## src/rtl/axis_ramp_generator.sv

```systemverilog
// axis_ramp_generator: AXI4-Stream ramp source (free-run, wrap, one-shot).
// Ports: aclk/areset, enable, cfg_* in; m_axis_* out; sts_done, sts_wraps.
// Define AXIS_RAMP_GENERATOR_TLAST_EN for packet framing on m_axis_tlast.
module axis_ramp_generator #(
  parameter int AXIS_TDATA_WIDTH = 32,
  parameter int CNTR_WIDTH       = 32,
  parameter int PKT_WIDTH        = 16
) (
  input  logic                        aclk,
  input  logic                        areset,
  input  logic                        enable,
  input  logic [1:0]                  cfg_mode,
  input  logic [CNTR_WIDTH-1:0]       cfg_start,
  input  logic [CNTR_WIDTH-1:0]       cfg_step,
  input  logic [CNTR_WIDTH-1:0]       cfg_limit,
  input  logic [PKT_WIDTH-1:0]        cfg_pkt_len,
  output logic [AXIS_TDATA_WIDTH-1:0] m_axis_tdata,
  output logic                        m_axis_tvalid,
  input  logic                        m_axis_tready,
  output logic                        m_axis_tlast,
  output logic                        sts_done,
  output logic [31:0]                 sts_wraps
);
  localparam int CW = CNTR_WIDTH;
  localparam logic [1:0] M_WRAP = 2'b01;
  localparam logic [1:0] M_ONE  = 2'b10;

  typedef enum logic [1:0] {
    IDLE,
    RUN,
    DONE
  } state_t;

  state_t state_q, state_d;

  logic [CW-1:0] cnt_q;
  logic [CW-1:0] start_q;
  logic [CW-1:0] step_q;
  logic [CW-1:0] limit_q;
  logic [1:0]    mode_q;
  logic          vld_q;
  logic          done_q;
  logic [31:0]   wraps_q;

  logic          hs;
  logic          over;
  logic          fin;
  logic          ld;
  logic          adv;
  logic          stop;
  logic [CW:0]   sum;
  logic [CW-1:0] nxt;

  assign hs   = vld_q & m_axis_tready;
  assign sum  = {1'b0, cnt_q} + {1'b0, step_q};
  assign over = sum > {1'b0, limit_q};
  assign fin  = (mode_q == M_ONE) && over;
  assign nxt  = (mode_q == M_WRAP && over) ? start_q : sum[CW-1:0];

  // ld: accept a start; adv: move to next beat; stop: leave RUN
  assign ld   = (state_q == IDLE) && enable;
  assign adv  = (state_q == RUN) && hs && !fin && enable;
  assign stop = (state_q == RUN) && hs && !adv;

  always_ff @(posedge aclk) begin
    if (areset) state_q <= IDLE;
    else        state_q <= state_d;
  end

  always_comb begin
    state_d = state_q;
    unique case (state_q)
      IDLE:    if (enable) state_d = RUN;
      RUN:     if (stop) state_d = fin ? DONE : IDLE;
      DONE:    if (!enable) state_d = IDLE;
      default: state_d = IDLE;
    endcase
  end

  always_ff @(posedge aclk) begin
    if (areset) begin
      cnt_q   <= '0;
      start_q <= '0;
      step_q  <= '0;
      limit_q <= '0;
      mode_q  <= '0;
      vld_q   <= 1'b0;
      done_q  <= 1'b0;
      wraps_q <= '0;
    end else begin
      if (ld) begin
        cnt_q   <= cfg_start;
        start_q <= cfg_start;
        step_q  <= cfg_step;
        limit_q <= cfg_limit;
        mode_q  <= (cfg_mode == 2'b11) ? 2'b00 : cfg_mode;
        wraps_q <= '0;
        vld_q   <= 1'b1;
        done_q  <= 1'b0;
      end
      if (adv) begin
        cnt_q <= nxt;
        if (mode_q == M_WRAP && over) wraps_q <= wraps_q + 32'd1;
      end
      if (stop) begin
        vld_q  <= 1'b0;
        done_q <= fin;
      end
      if (state_q == DONE && !enable) done_q <= 1'b0;
    end
  end

  generate
    if (AXIS_TDATA_WIDTH > CW) begin : g_ext
      assign m_axis_tdata = {{(AXIS_TDATA_WIDTH-CW){1'b0}}, cnt_q};
    end else begin : g_trunc
      assign m_axis_tdata = cnt_q[AXIS_TDATA_WIDTH-1:0];
    end
  endgenerate

  assign m_axis_tvalid = vld_q;
  assign sts_done      = done_q;
  assign sts_wraps     = wraps_q;

`ifdef AXIS_RAMP_GENERATOR_TLAST_EN
  logic [PKT_WIDTH-1:0] len_q;
  logic [PKT_WIDTH-1:0] pkt_q;
  logic [PKT_WIDTH-1:0] pkt_n;
  logic                 last_q;
  logic                 pkt_end;
  logic                 fin_ld;
  logic                 fin_nx;
  logic [CW:0]          sum_ld;
  logic [CW:0]          sum_nx;

  assign pkt_end = (len_q != '0) && (pkt_q == len_q - PKT_WIDTH'(1));
  assign pkt_n   = pkt_end ? '0 : pkt_q + PKT_WIDTH'(1);

  // One-shot finality is judged one beat ahead so tlast can be a flop
  assign sum_ld = {1'b0, cfg_start} + {1'b0, cfg_step};
  assign fin_ld = (cfg_mode == M_ONE) && (sum_ld > {1'b0, cfg_limit});
  assign sum_nx = {1'b0, nxt} + {1'b0, step_q};
  assign fin_nx = (mode_q == M_ONE) && (sum_nx > {1'b0, limit_q});

  always_ff @(posedge aclk) begin
    if (areset) begin
      len_q  <= '0;
      pkt_q  <= '0;
      last_q <= 1'b0;
    end else if (ld) begin
      len_q  <= cfg_pkt_len;
      pkt_q  <= '0;
      last_q <= fin_ld || (cfg_pkt_len == PKT_WIDTH'(1));
    end else if (adv) begin
      pkt_q  <= pkt_n;
      last_q <= fin_nx ||
                (len_q != '0 && pkt_n == len_q - PKT_WIDTH'(1));
    end else if (stop) begin
      last_q <= 1'b0;
    end
  end

  assign m_axis_tlast = last_q;
`else
  logic unused_pkt_len;
  assign unused_pkt_len = ^cfg_pkt_len;
  assign m_axis_tlast   = 1'b0;
`endif
endmodule

```

## config.mk

```make
export PLATFORM = sky130hd
export DESIGN_NAME = axis_ramp_generator
export DESIGN_NICKNAME = d
export VERILOG_FILES = /design/src/rtl/axis_ramp_generator.sv
export SDC_FILE = /design/constraint.sdc
export NUM_CORES = 1
export LEC_CHECK = 0
export BUFFER_PORTS_ARGS = -buffer_cell sky130_fd_sc_hd__buf_2
export CAP_MARGIN = 10
export CELL_PAD_IN_SITES_DETAIL_PLACEMENT = 0
export CELL_PAD_IN_SITES_GLOBAL_PLACEMENT = 1
export CORE_ASPECT_RATIO = 0.9
export CORE_UTILIZATION = 40
export CTS_CLUSTER_SIZE = 24
export DETAILED_ROUTE_END_ITERATION = 16
export PLACE_DENSITY_LB_ADDON = 0.1
export SLEW_MARGIN = 20
export SYNTH_ARGS = -nofsm -noshare
export SYNTH_HDL_FRONTEND = slang
export SYNTH_SLANG_ARGS = --single-unit
```

## constraint.sdc

```tcl
create_clock -name aclk -period 7.3 [get_ports aclk]
set_clock_uncertainty 0.15 [all_clocks]
set_input_delay 0.73 -clock aclk [delete_from_list [all_inputs] [get_ports aclk]]
set_output_delay 0.73 -clock aclk [all_outputs]
set_load 0.01 [all_outputs]
```

Yosys cells after proc, flatten, opt, wreduce, memory -nomap -nowiden
Index checks and enable logic that the tools add are counted.
{ "word_totals": {"regBits": 166, "out_inout_bits": 67} }
{ "classes": {"n_addsub": 2, "magnitude_cmp": 1, "n_eq_ne": 8, "n_mux": 14, "bitwise": 1, "n_reduce_logical": 17} }
{ "ops": {"columns": ["op", "n"], "rows": [
  ["$mux 32", 6],
  ["$add 32x32->33", 1],
  ["$gt 33x32->1", 1],
  ["$add 32x1->32 const B", 1],
  ["$mux 2", 5],
  ["$logic_and 1x1->1", 8],
  ["$eq 2x2->1 const B", 3],
  ["$ne 2x2->1 const B", 3],
  ["$pmux 2 s3", 1],
  ["$eq 2x1->1 const B", 2],
  ["$reduce_bool 2->1", 2],
  ["$reduce_or 2->1", 2],
  ["$logic_not 1->1", 3],
  ["$reduce_and 3->1", 1],
  ["$logic_not 2->1", 1],
  ["$mux 1", 2],
  ["$and 1x1->1", 1]
]} }

Logic depth before layout (Yosys ltp)
{ "depth": {"depth_word": 10, "depth_mapped": 21, "depth_no_buf": 19} }

Least setup slack after synthesis
OpenSTA, ideal clock, no wires.
{ "synth_timing": {"path_kind": "reg2reg", "start": "register cnt_q[1], in the netlist m_axis_tdata[1]", "end": "register wraps_q[5], in the netlist sts_wraps[5]", "arrival_time_ps": 4884, "slack_ps": 2147, "path_stages_with_launch": 21, "path_cell_list": "dfxtp_1 > ha_1 > a211o_1 > a31oi_1 > nor3_1 > a211o_1 > a21boi_2 > o221a_2 > mux2_2 > or3_1 > ha_1 > a21oi_1 > nand2_1 > a2111oi_0 > nand4_1 > a21oi_1 > a21bo_2 > clkbuf_1 > nor2_1 > o21ai_0 > nand2_1"} }
{ "synth_between": {"elab_chain_cells": 7} }
{ "synth_lines": {"columns": ["item", "line_no", "text"], "rows": [
  ["start: declaration", "36", "logic [CW-1:0] cnt_q;"],
  ["start signal: assignment", "92", "cnt_q <= cfg_start;"],
  ["start signal: assignment", "102", "cnt_q <= nxt;"],
  ["$add 32x32->33 (*)", "55", "assign sum = {1'b0, cnt_q} + {1'b0, step_q};"],
  ["$gt 33x32->1 (*)", "56", "assign over = sum > {1'b0, limit_q};"],
  ["$logic_and 1x1->1", "57", "assign fin = (mode_q == M_ONE) && over;"],
  ["$logic_not 1->1", "62", "assign adv = (state_q == RUN) && hs && !fin && enable;"],
  ["$logic_and 1x1->1 (2 in series)", "62", null],
  ["$mux 32 (*)", "101", "if (adv) begin"],
  ["end signal: assignment", "103", "if (mode_q == M_WRAP && over) wraps_q <= wraps_q + 32'd1;"],
  ["end: declaration", "43", "logic [31:0] wraps_q;"]
]} }
Mark *: on every way between the ends. The rest lies on a longest branch, timed or not.
A chain may end at the register's enable or synchronous reset.

Final worst setup path
{ "layout_timing": {"start": "register cnt_q[1], in the netlist m_axis_tdata[1]", "end": "register cnt_q[22], in the netlist m_axis_tdata[22]"} }
{ "layout_between": {"elab_chain_cells": 7} }
{ "layout_lines": {"columns": ["item", "line_no"], "rows": [
  ["$add 32x32->33 (*)", "55"],
  ["$gt 33x32->1", "56"],
  ["$logic_and 1x1->1", "57"],
  ["$logic_not 1->1", "62"],
  ["$logic_and 1x1->1 (2 in series)", "62"],
  ["$mux 32 or $reduce_bool 2->1 (tied branches)", null]
]} }
Marks and branches as above.

==> summary.md <==
| Metric | Value |
|---|---|
| Status | `completed` |
| Min-Delay Path Depth | `2` |
| Final setup viols | `0` |
| CTS tree | `built` |
| Die H | `148 µm` |
| Worst skew pair latency | `0.43 ns` |
| Final Cycle Share | `83.3%` |
| Gr usage total | `~22%` |
| Cell variety after synth | `67` |
| Final Hold Fails | `0` |
| RSZ-0062 raised after global routing | `no` |
| Startpoint types | `flip-flop` |
| Slew Limit Fails | `0` |
| Final ANT Viol Nets | `0` |
| ANT cells | `0` |
| Compound-cell area share of the yosys netlist | `22.4%` |
| Setup slack, reg-to-reg | `between 1 and 1.5 ns` |
| Longest Clk Path Bufs | `2` |
| Via-per-instance ratio | `5.27` |
| Worst setup path startpoint | `m_axis_tdata[1]$_SDFFE_PP0P_` |
| HP Class | `reg2reg` |
| Setup_tns | `0 ns` |
| Drt initial violations | `653` |
| Simple-gate portion of the synthesized area | `25.1%` |
| Slew headroom | `27.7%` |
| Worst Path Arrival | `6.26 ns` |
| CP endpoint kind | `flip-flop` |
| CTS resizes | `0` |
| GP Congestion | `0.874` |
| Syn Area/Cell | `7.35 µm²` |
| Yosys reg bits | `166` |
| R2R depth | `19` |
| Vias in the first global route | `8,241` |
| Largest family of logic cells by synthesized area | `simple AND/OR/NAND/NOR gates` |
| Synthesized net count | `roughly 1,500` |
| Vias | `9,052` |
| Hold path startpoint | `start_q[17]$_SDFFE_PP0P_` |
| Fmax | `0.164 GHz` |
| Post-Synth Adder-Cell Area | `8.83%` |
| Buffer count from post-CTS setup fixing | `0` |
| I/O Pins | `between 150 and 200` |
| Layout area overhead | `16.6%` |
| Remaining DRCs | `0` |
| Synth Cell Area | `9440 µm²` |
| Nets | `1,591` |
| Post-DP HPWL | `19.2 mm` |
| Reg-to-reg endpoint | `m_axis_tdata[22]$_SDFFE_PP0P_` |
| VDD IR-drop max | `about 0.00015 V` |
| Min Tclk post-route | `6.08 ns` |
| Largest net degree at the start of global routing | `96` |
| Xor and xnor fraction of the mapped netlist area | `2.23%` |
| Worst reg2reg path startpoint | `m_axis_tdata[1]$_SDFFE_PP0P_` |
| Htree depth | `4` |
| Sequential area share after synthesis | `35.2%` |
| Share of flip-flops with an asynchronous set or reset | `0%` |
| Share of cells above drive strength 1 | `roughly 16%` |
| Number of synthesized flops with an enable pin | `0` |
| Mux cell area share after synthesis | `0.875%` |
| Pwr Total | `2.33 mW` |
| Core ar. | `22,800 µm²` |
| Max FO, Critical Path | `32` |
| IO Port Bufs | `167` |
| Slew @ Worst Pin | `1.09 ns` |
| CTS Root Buffer Type | `clkbuf_16` |
| Drt first pass iters | `5` |
| Reg clk slew, reported paths | `about 0.070 ns` |
| Remaining Overflow, GRT | `0` |
| Global-route wire length before repair | `43.2 mm` |
| Hold Buf Count CTS | `0` |
| CTS buffer count | `17` |
| Data required, critical path | `7.48 ns` |
| Setup Crit Path Kind | `reg2reg` |
| Total die area | `24,200 µm²` |
| Pleak | `4.82 nW` |
| Yosys warns | `0` |
| Avg WL per Cell | `approximately 16 µm` |
| Pwr dens | `around 210 nW/µm²` |
| Antenna violations before repair | `1` |
| Post-Synthesis Cells | `1,284` |
| Endpoint, Worst Hold | `start_q[17]$_SDFFE_PP0P_` |
| Clk sinks | `166` |
| Initial Util | `about two fifths` |
| DRT Wirelength | `26.7 mm` |
| Die X-Extent | `between 150 and 200 µm` |
| Site Rows | `52` |
| Post-synth top flop | `dfxtp_1` |
| Max-cap violations | `0` |
==> synthesized netlist by cell type, types with 4 or more instances <==
library cell    n  share of area (%)
and3_1         13               0.86
and2_1         10               0.66
a211oi_1       13                1.0
a311oi_1       27                2.5
buf_4           4               0.32
nand3_1        24                1.3
buf_2          14               0.74
nand4_1        16                1.1
o21a_1          4               0.32
inv_1          49                1.9
nand3b_1        5               0.40
ha_1           65                8.6
mux2i_1         6               0.64
o211ai_1        8               0.64
dfxtp_1       166                 35
a31oi_1        13               0.86
nor3_1         12               0.64
o21ai_0        50                2.7
o21bai_1        4               0.32
xnor2_1        15                1.4
nand2_1       364                 14
or3_1           4               0.27
a21o_1         19                1.5
o21ai_1         4               0.21
nor2_1         89                3.5
clkbuf_1       48                1.9
xor2_1          9               0.84
o31ai_1        11               0.87
buf_1           6               0.24
and3b_1         4               0.37
a21boi_0        4               0.32
a21oi_1       147                7.8
nand2b_1        5               0.33
==> through the flow <==
stage | cell area (µm²) | util, % | hold WS, ns | cells | setup slack (ns)
3_3_place_gp | 10400 | 45.6 | 0.293 | 1685 | 1.27
4_1_cts | 11000 | 48.2 | 0.307 | 1717 | 1.22
5_1_grt | 11000 | 48.2 | 0.319 | 1717 | 0.691
6_report | 11000 | 48.2 | 0.306 | 1717 | 1.22
2_1_floorplan | 9440 | - | 0.285 | 1284 | 2.15
3_5_place_dp | 10400 | 45.6 | 0.297 | 1685 | 1.26
==> state kept, by name (all words and copies together), names as in the netlist <==
signal	flops
limit_q	32
m_axis_tdata	32
m_axis_tvalid	1
mode_q	2
start_q	32
state_q	2
step_q	32
sts_done	1
sts_wraps	32
==> cell families after synthesis <==
kind of cell	after synthesis
other cells	1
flops	166
buf+inv	122
fa+ha+maj	66
xor+xnor	24
compound gates	335
simple gates	562
mux	8
==> where the power goes <==
part / total (mW) / switching (mW) / internal (mW)
Sequential: 0.979 / 0.0298 / 0.949
Clock: 0.914 / 0.426 / 0.488
Combinational: 0.438 / 0.273 / 0.165
Total: 2.33 / 0.729 / 1.60
==> area by class of cell <==
type,count,area (µm²)
Clock buffer,18,429
Multi-Input combinational cell,996,5630
Inverter,49,184
Fill cell,2441,11800
Tap cell,297,372
Sequential cell,166,3320
Timing Repair Buffer,177,913
Clock inverter,14,160
==> layout by cell type, fill, tap and decap left out, types with 9 or more instances in the layout <==
cell         n
clkbuf_16   17
nand3_1     24
a211oi_1    13
a31oi_1     13
o21ai_0     50
and3_1      13
buf_2      166
xor2_1       9
o31ai_1     11
inv_1       49
nand2_1    363
ha_1        65
a21o_1      19
and2_1       9
nor3_1      12
nor2_1      89
nand4_1     16
dfxtp_1    166
buf_4       11
a311oi_1    27
xnor2_1     15
a21oi_1    147
==> metal layers <==
| layer | GRT usage (%) | up-vias | part of all wire [%] |
|---|---|---|---|
| li1 | - | 4694 | - |
| met1 | 34.3 | 4162 | 53 |
| met2 | 32.8 | 178 | 42 |
| met3 | 3.73 | 16 | 4.1 |
| met4 | 4.68 | 2 | 0.83 |
| met5 | 0 | - | 0.064 |
==> how the worst max path moves through the flow <==
stage                               endpoint  cells past startpoint
6_report       m_axis_tdata[22]$_SDFFE_PP0P_                     19
5_1_grt             sts_wraps[22]$_SDFF_PP0_                     19
4_1_cts        m_axis_tdata[22]$_SDFFE_PP0P_                     19
3_5_place_dp   m_axis_tdata[22]$_SDFFE_PP0P_                     19
3_3_place_gp        sts_wraps[10]$_SDFF_PP0_                     19
2_1_floorplan        sts_wraps[5]$_SDFF_PP0_                     20
==> critical path, cell delays in order, from the launching register on <==
cell,delay (ns)
dfxtp_1,0.41
ha_1,0.27
a211o_1,0.32
a31oi_1,0.37
nor3_1,0.10
a211o_1,0.40
a21boi_2,0.31
o221a_2,0.26
mux2_2,0.34
or3_1,0.38
ha_1,0.33
a21oi_1,0.17
nand2_1,0.09
a2111oi_0,0.34
nand4_1,0.19
a21oi_1,0.44
a21o_1,0.22
buf_4,0.42
nand2_1,0.15
a311oi_1,0.29
Power figures use the tool's default switching activity.
